$ cat src/rtl/aes_key_expand_store.sv
`default_nettype none
// ============================================================================
// Module      : aes_key_expand_store
// Description : Iterative AES-128 key expansion (one round key per clock)
//               into an 11-entry round-key store with an indexed read port.
//               Macro AES_KEY_READ_REG_EN registers the read port.
// Revision    : 1.0 - initial release
// ============================================================================
module aes_key_expand_store (
  input  logic         Clk,
  input  logic         Reset,
  input  logic         start,
  input  logic [127:0] cipher_key,
  input  logic [3:0]   round,
  output logic [127:0] round_key,
  output logic         busy,
  output logic         ready
);

  localparam logic [1:0] IDLE   = 2'd0;
  localparam logic [1:0] EXPAND = 2'd1;
  localparam logic [1:0] DONE   = 2'd2;

  localparam logic [3:0] LAST_ROUND = 4'd10;

  // Forward S-box, entry 0 in the most significant byte.
  localparam logic [2047:0] SBOX = {
    128'h637c777bf26b6fc53001672bfed7ab76,
    128'hca82c97dfa5947f0add4a2af9ca472c0,
    128'hb7fd9326363ff7cc34a5e5f171d83115,
    128'h04c723c31896059a071280e2eb27b275,
    128'h09832c1a1b6e5aa0523bd6b329e32f84,
    128'h53d100ed20fcb15b6acbbe394a4c58cf,
    128'hd0efaafb434d338545f9027f503c9fa8,
    128'h51a3408f929d38f5bcb6da2110fff3d2,
    128'hcd0c13ec5f974417c4a77e3d645d1973,
    128'h60814fdc222a908846eeb814de5e0bdb,
    128'he0323a0a4906245cc2d3ac629195e479,
    128'he7c8376d8dd54ea96c56f4ea657aae08,
    128'hba78252e1ca6b4c6e8dd741f4bbd8b8a,
    128'h703eb5664803f60e613557b986c11d9e,
    128'he1f8981169d98e949b1e87e9ce5528df,
    128'h8ca1890dbfe6426841992d0fb054bb16
  };

  function automatic logic [7:0] sbox(input logic [7:0] x);
    logic [10:0] idx;
    idx = {~x, 3'b000};
    return SBOX[idx +: 8];
  endfunction

  function automatic logic [31:0] sub_word(input logic [31:0] w);
    return {sbox(w[31:24]), sbox(w[23:16]), sbox(w[15:8]), sbox(w[7:0])};
  endfunction

  // Rcon for the round key being produced (index = counter).
  function automatic logic [7:0] rcon(input logic [3:0] n);
    logic [7:0] r;
    case (n)
      4'd1:    r = 8'h01;
      4'd2:    r = 8'h02;
      4'd3:    r = 8'h04;
      4'd4:    r = 8'h08;
      4'd5:    r = 8'h10;
      4'd6:    r = 8'h20;
      4'd7:    r = 8'h40;
      4'd8:    r = 8'h80;
      4'd9:    r = 8'h1b;
      4'd10:   r = 8'h36;
      default: r = 8'h00;
    endcase
    return r;
  endfunction

  logic [1:0]   state;
  logic [3:0]   counter;
  logic [127:0] rk [0:10];

  logic         accept;
  logic [127:0] prev_key;
  logic [127:0] next_key;
  logic [31:0]  w0, w1, w2, w3, temp;
  logic [31:0]  n0, n1, n2, n3;
  logic [127:0] read_sel;

  assign accept = start && ((state == IDLE) || (state == DONE));

  always_comb begin
    prev_key = 128'h0;
    for (int i = 0; i < 10; i++) begin
      if (counter == 4'(i + 1)) prev_key = rk[i];
    end
  end

  assign w0   = prev_key[127:96];
  assign w1   = prev_key[95:64];
  assign w2   = prev_key[63:32];
  assign w3   = prev_key[31:0];
  assign temp = sub_word({w3[23:0], w3[31:24]}) ^ {rcon(counter), 24'h0};
  assign n0   = w0 ^ temp;
  assign n1   = w1 ^ n0;
  assign n2   = w2 ^ n1;
  assign n3   = w3 ^ n2;
  assign next_key = {n0, n1, n2, n3};

  always_ff @(posedge Clk) begin
    if (Reset) begin
      state   <= IDLE;
      counter <= 4'd0;
      busy    <= 1'b0;
      ready   <= 1'b0;
    end else begin
      case (state)
        IDLE, DONE: begin
          if (start) begin
            state   <= EXPAND;
            counter <= 4'd1;
            busy    <= 1'b1;
            ready   <= 1'b0;
          end
        end
        EXPAND: begin
          counter <= counter + 4'd1;
          if (counter == LAST_ROUND) begin
            state   <= DONE;
            counter <= 4'd0;
            busy    <= 1'b0;
            ready   <= 1'b1;
          end
        end
        default: begin
          state   <= IDLE;
          counter <= 4'd0;
          busy    <= 1'b0;
          ready   <= 1'b0;
        end
      endcase
    end
  end

  // Entries beyond RK0 are only rewritten by the expansion walk; a restart
  // leaves stale keys in place until they are overwritten.
  always_ff @(posedge Clk) begin
    if (Reset) begin
      for (int i = 0; i < 11; i++) rk[i] <= 128'h0;
    end else begin
      if (accept) rk[0] <= cipher_key;
      for (int i = 1; i < 11; i++) begin
        if ((state == EXPAND) && (counter == 4'(i))) rk[i] <= next_key;
      end
    end
  end

  always_comb begin
    read_sel = 128'h0;
    for (int i = 0; i < 11; i++) begin
      if (round == 4'(i)) read_sel = rk[i];
    end
  end

`ifdef AES_KEY_READ_REG_EN
  logic [127:0] read_q;

  always_ff @(posedge Clk) begin
    if (Reset) read_q <= 128'h0;
    else       read_q <= read_sel;
  end

  assign round_key = read_q;
`else
  assign round_key = read_sel;
`endif

endmodule
`default_nettype wire

$ cat config.mk
export PLATFORM = sky130hd
export DESIGN_NAME = aes_key_expand_store
export DESIGN_NICKNAME = d
export VERILOG_FILES = /design/src/rtl/aes_key_expand_store.sv
export SDC_FILE = /design/constraint.sdc
export NUM_CORES = 2
export LEC_CHECK = 0
export ABC_AREA = 1
export BUFFER_PORTS_ARGS = -buffer_cell sky130_fd_sc_hd__buf_2
export CORE_ASPECT_RATIO = 1.1
export CORE_MARGIN = 2
export CORE_UTILIZATION = 30
export CTS_CLUSTER_DIAMETER = 150
export DETAILED_ROUTE_END_ITERATION = 7
export PLACE_DENSITY = 0.53
export SYNTH_ARGS = -nofsm -noshare
export SYNTH_HDL_FRONTEND = slang
export SYNTH_SLANG_ARGS = --single-unit
$ cat constraint.sdc
create_clock -name Clk -period 7.5 [get_ports Clk]
set_input_delay 0.375 -clock Clk [delete_from_list [all_inputs] [get_ports Clk]]
set_output_delay 0.375 -clock Clk [all_outputs]
set_load 0.02 [all_outputs]
Word level (Yosys, flattened, before mapping)
Memories as Yosys holds them, arrays and structs flattened. A register that Yosys moved wholly into a read port is not among the register bits.
Index checks and enable logic that the tools add are counted.
Widths: inputs -> output; s select.
{"block": "word_totals", "elab_cells": 152, "in_bits": 135, "romBits": 128, "register_bits": 8, "memories": 2, "out_inout_bits": 130, "ram_bits": 1408}
{"name": "rk", "depth": 11, "width": 128, "rd": 11, "rd_clocked_by_memory_dff": 0, "wr": 11, "line_no": "77", "rtl": "logic [127:0] rk [0:10];"}
{"name": "(name not given)", "depth": 16, "width": 8, "rd": 1, "rd_clocked_by_memory_dff": 1, "wr": 0, "line_no": "59", "rtl": "case (n)"}
{"block": "classes", "n_reduce_logical": 16, "n_bitwise": 20, "n_eq_ne": 24, "shift": 4, "muxes": 81, "addsub": 1}
{"op": "$shiftx 2048x12->8 const A", "count": 4}
{"op": "$mux 128", "count": 32}
{"op": "$xor 32x32->32", "count": 5}
{"op": "$mux 1", "count": 39}
{"op": "$eq 4x3->1 const B", "count": 8}
{"op": "$not 8->8", "count": 4}
{"op": "$eq 4x4->1 const B", "count": 6}
{"op": "$eq 4x2->1 const B", "count": 4}
{"op": "$mux 4", "count": 4}
{"op": "$logic_and 1x1->1", "count": 11}
{"op": "$or 1x1->1", "count": 11}
{"op": "$eq 4x1->1 const B", "count": 2}
{"op": "$pmux 4 s2", "count": 1}
{"op": "$add 4x1->4 const B", "count": 1}
{"op": "$logic_not 4->1", "count": 1}
{"op": "$mux 2", "count": 2}
{"op": "$pmux 1 s2", "count": 2}
{"op": "$pmux 2 s2", "count": 1}
{"op": "$eq 2x1->1 const B", "count": 1}
{"op": "$eq 2x2->1 const B", "count": 1}
{"op": "$logic_not 2->1", "count": 1}
{"op": "$ne 2x1->1 const B", "count": 1}
{"op": "$ne 2x2->1 const B", "count": 1}
{"op": "$reduce_and 2->1", "count": 1}
{"op": "2 further kinds", "count": 2}

Depth between registers and ports, before layout
{"block": "depth", "depth_word": 19, "ltp_mapped": 31, "depth_no_buf": 31}

Worst setup path before layout
OpenSTA, ideal clock, no wires.
{"block": "synth_timing", "path_type": "flip-flop to flip-flop", "startpoint": "reg counter[2]", "endpoint": "mem rk[9][0] (enable)", "path_stages_with_launch": 15, "period_less_slack_ns": 5.930, "setup_time_ns": 1.108, "slack_ns": 1.570, "arrival_time_ns": 4.821, "path_cell_list": "dfxtp_1 inv_2 nand2_1 nor2_2 inv_1 buf_2 clkbuf_1 buf_2 clkbuf_1 clkbuf_1 nor2_1 inv_1 clkbuf_1 buf_1 nand2_1"}
{"item": "start: declaration", "line_no": "76", "rtl": "logic [3:0] counter;"}
{"item": "start signal: assignment", "line_no": "123", "rtl": "counter <= counter + 4'd1;"}
{"item": "end: declaration", "line_no": "77"}

==> results.py <==
metrics = {
    "outcome": {
        "status": "finished, violations left",
        "violations": "slew limit",
    },
    "place": {
        "placed_area_um2": 90600,
        "portBuffers": 264,
        "hpwl_um": 306000,
        "globalplace.congestion": 1.07,
    },
    "worst_setup_path": {
        "reg2reg_from": "counter[1]",
        "critPathKind": "reg2reg",
        "arrival_ps": 7520,
        "worst_path_most_repeated_cell": "nand2_1",
        "slowest_stage": "a21oi_2",
        "r2r_setup_slack_ps": 560,
        "r2r_end": "rk[1][29]",
        "cp_max_fo": 19,
        "slowest_delay_ps": 860,
        "cp-start-kind": "register",
        "worst_ep_required_time_ps": 8080,
        "ff2ff_path_depth": 28,
        "end_kind": "register",
    },
    "power": {
        "switching_share_pct": 35.6,
        "seq_power_share_pct": 39.7,
        "comb_power_share_pct": 25.8,
        "p_switching_mw": 8.47,
        "ir_worst_vdd_mv": 0.176,
        "powerDensity_nw_per_um2": 245,
        "p_leak_nw": 39.7,
        "p_clk_share_pct": 34.6,
        "intPower_mw": 15.4,
    },
    "logic_synthesis": {
        "yosysWarnings": 0,
        "synth_cells": 10401,
        "seq_area_frac_synth_pct": 51.0,
        "synth_seq_cells": 1423,
        "syn_avg_cell_area_um2": 8.02,
        "synth_nets": 10597,
        "syn_area_um2": 83400,
        "synth.distinct_cells": 56,
    },
    "grt": {
        "grt_first_pass_wirelength_um": 644000,
        "grt.busiest_layer": "met2",
        "globalRouteOverflowTotal": 0,
        "antenna_found_initial": 42,
        "grtUsageMet3_pct": 8.83,
        "grt_max_degree": 109,
        "grt_pass1_vias": 79805,
        "met1_usage_pct": 40.8,
        "grt_use_met2_pct": 48.4,
        "grtUsageTotal_pct": 32.4,
    },
    "clock_tree": {
        "tritoncts": "built",
        "clk_pin_slew_worst_paths_ps": 60,
        "htreeDepth": 4,
        "cts-root-buf": "clkbuf_16",
        "clkSinkCount": 1423,
        "clock_latency_ps": 900,
        "cts-resized-gates": 0,
        "clk_path_buf_depth": 4,
        "cts_made_buffers": 169,
    },
    "cells_and_area": {
        "final_area_um2": 97100,
        "seq_area_um2": 42600,
        "syn2layout_area_growth_pct": 16.5,
        "final_nets": 10937,
        "fill_cells": 28935,
        "drive_gt1_share_pct": 11.1,
        "multi_input_area_um2": 34500,
    },
    "min_path": {
        "hp-class": "in2reg",
        "holdPathEnd": "state[0]",
        "worstHoldPathCells": 2,
        "min-delay-start": "Reset",
    },
    "floorplan": {
        "die_h_um": 557,
        "start_util_pct": 30.1,
        "rows": 203,
        "io_pins": 265,
        "design.core.area_um2": 277000,
        "die_w_um": 507,
        "die_area_um2": 282000,
    },
    "route": {
        "antenna_left": 0,
        "avgViaCountPerCell": 5.92,
        "routed-via-count": 86179,
        "drcViolationCount": 0,
        "drt-total-wl_um": 477000,
        "first_pass_iters": 7,
        "first_iter_violations": 15188,
        "detail_route.wl_per_cell_um": 32.8,
    },
    "run": {
        "drv_cap": 0,
    },
    "sta": {
        "setup_tns_ps": 0,
        "worstMarginPinSlew_ps": 1580,
        "fin_crit_ps": 6940,
        "skew_ps": 82.8,
        "rsz0062_at_grt": "no",
        "finalCritPeriodShare_pct": 92.5,
        "fmax_mhz": 144,
        "slew_violations": 5,
        "relSlewSlack_pct": -5.22,
        "final_hold_viol_count": 0,
        "setup_violations": 0,
    },
}
-- layer usage --
| metal | vias to the layer above | share of wire [%] |
|---|---|---|
| li1 | 35927 | - |
| met1 | 41503 | 36 |
| met2 | 7102 | 42 |
| met3 | 1625 | 14 |
| met4 | 22 | 8.4 |
| met5 | - | 0.032 |
-- final cells by class --
class	instances	area share (%)
diodes	8	0.0206
clock buffers	206	4.53
clock inverters	86	0.895
inverters	1011	3.95
multi-input cells	7335	35.5
flip-flops and latches	1423	43.8
well taps	3690	4.75
repair buffers	801	6.48
-- worst max-delay path by stage --
stage | from | end | slack, ps | depth (start not counted)
after floorplan | counter[2] | rk[9][0] | 1570 | 14
after global placement | counter[1] | rk[1][29] | 1060 | 28
after detailed placement | counter[1] | rk[1][29] | 980 | 28
after CTS | counter[1] | rk[1][29] | 970 | 28
after global routing | counter[1] | rk[1][29] | 550 | 28
final | counter[1] | rk[1][29] | 560 | 28
-- power by group through the flow --
stage	clock [mW]	combinational, mW	sequential, mW
final	8.23	6.14	9.45
after global routing	8.53	6.32	9.48
after CTS	8.26	5.86	9.44
after detailed placement	0	5.79	9.60
after global placement	0	5.82	9.59
after floorplan	0	2.94	9.56
-- through the flow --
stage	instances	power (mW)	util, %	hold slack [ps]	setup WS, ps
floorplan	10401	12.5	-	544	1570
global placement	14131	15.4	32.7	492	1060
detailed placement	14131	15.4	32.7	486	984
CTS	14552	23.6	35.0	94.2	966
global route	14553	24.3	35.0	123	551
finish	14560	23.8	35.0	145	564
-- critical path: cells and delay by family, from the launching register on --
kind,cells,cell delay [ps]
AO/OA/AOI/OAI,3,1020
adder cells (fa/ha/maj),1,530
buffers and inverters,5,900
flip-flops,1,670
AND/OR/NAND/NOR,19,3520
-- cells in the mapped netlist (all sizes together) --
| cell | n | area share (%) |
|---|---|---|
| nand2 | 2615 | 12 |
| nor2 | 1730 | 7.9 |
| edfxtp | 1408 | 51 |
| nand3 | 1358 | 8.3 |
| inv | 999 | 4.5 |
| a21oi | 455 | 2.8 |
| clkbuf | 344 | 1.5 |
| buf | 288 | 1.9 |
| nand4 | 263 | 2.0 |
| o22ai | 256 | 1.9 |
| o21ai | 228 | 1.4 |
| a221oi | 110 | 1.2 |
| ha | 61 | 0.91 |
| a22oi | 58 | 0.52 |
| o2111ai | 47 | 0.49 |
| o211ai | 44 | 0.40 |
| or2 | 37 | 0.28 |
| dfxtp | 15 | 0.36 |
| o221ai | 14 | 0.15 |
| a211oi | 13 | 0.12 |
| clkinv | 12 | 0.054 |
| o21a | 9 | 0.081 |
| a31o | 8 | 0.084 |
| nor4 | 5 | 0.037 |
| a221o | 4 | 0.048 |
| nand3b | 4 | 0.036 |
| nor3 | 3 | 0.018 |
| a21boi | 2 | 0.023 |
| a31oi | 2 | 0.015 |
| a32oi | 2 | 0.021 |
| xor2 | 2 | 0.021 |
| a2111oi | 1 | 0.011 |
| and3 | 1 | 0.0075 |
| o211a | 1 | 0.012 |
| o21bai | 1 | 0.0090 |
| o31ai | 1 | 0.0090 |
-- cell families (layout without fill, tap and decap cells) --
kind of cell / after synthesis / in the layout / share of synthesized area (%)
simple gates: 6016 / 6016 / 30.7
buf+inv: 1643 / 2104 / 8.01
flops: 1423 / 1423 / 51.0
compound gates: 1256 / 1256 / 9.27
fa+ha+maj: 61 / 61 / 0.915
xor+xnor: 2 / 2 / 0.0210
other cells: 0 / 8 / 0
-- timing repair --
action | in CTS | in global routing
endpoints found under the hold margin | 129 | 0
hold buffers | 129 | 0
buffers inserted | 0 | 0
-- state kept, by name (all words and copies together) (netlist names), named ones only --
signal   cells
state        1
ready        1
counter      4
rk        1408
busy         1
-- placed cells by master, fill, tap and decap left out, drive strengths merged, types with 14 or more instances in the layout --
cell,count
a22oi,58
nand2,2615
buf,672
o21ai,228
o22ai,256
clkinv,73
o2111ai,47
nor2,1730
clkbuf,206
a21oi,455
ha,61
dfxtp,15
bufinv,15
nand4,263
dlygate4sd3,129
or2,37
a221oi,110
o211ai,44
edfxtp,1408
o221ai,14
nand3,1358
inv,1006
(Power assumes the default switching activity.)
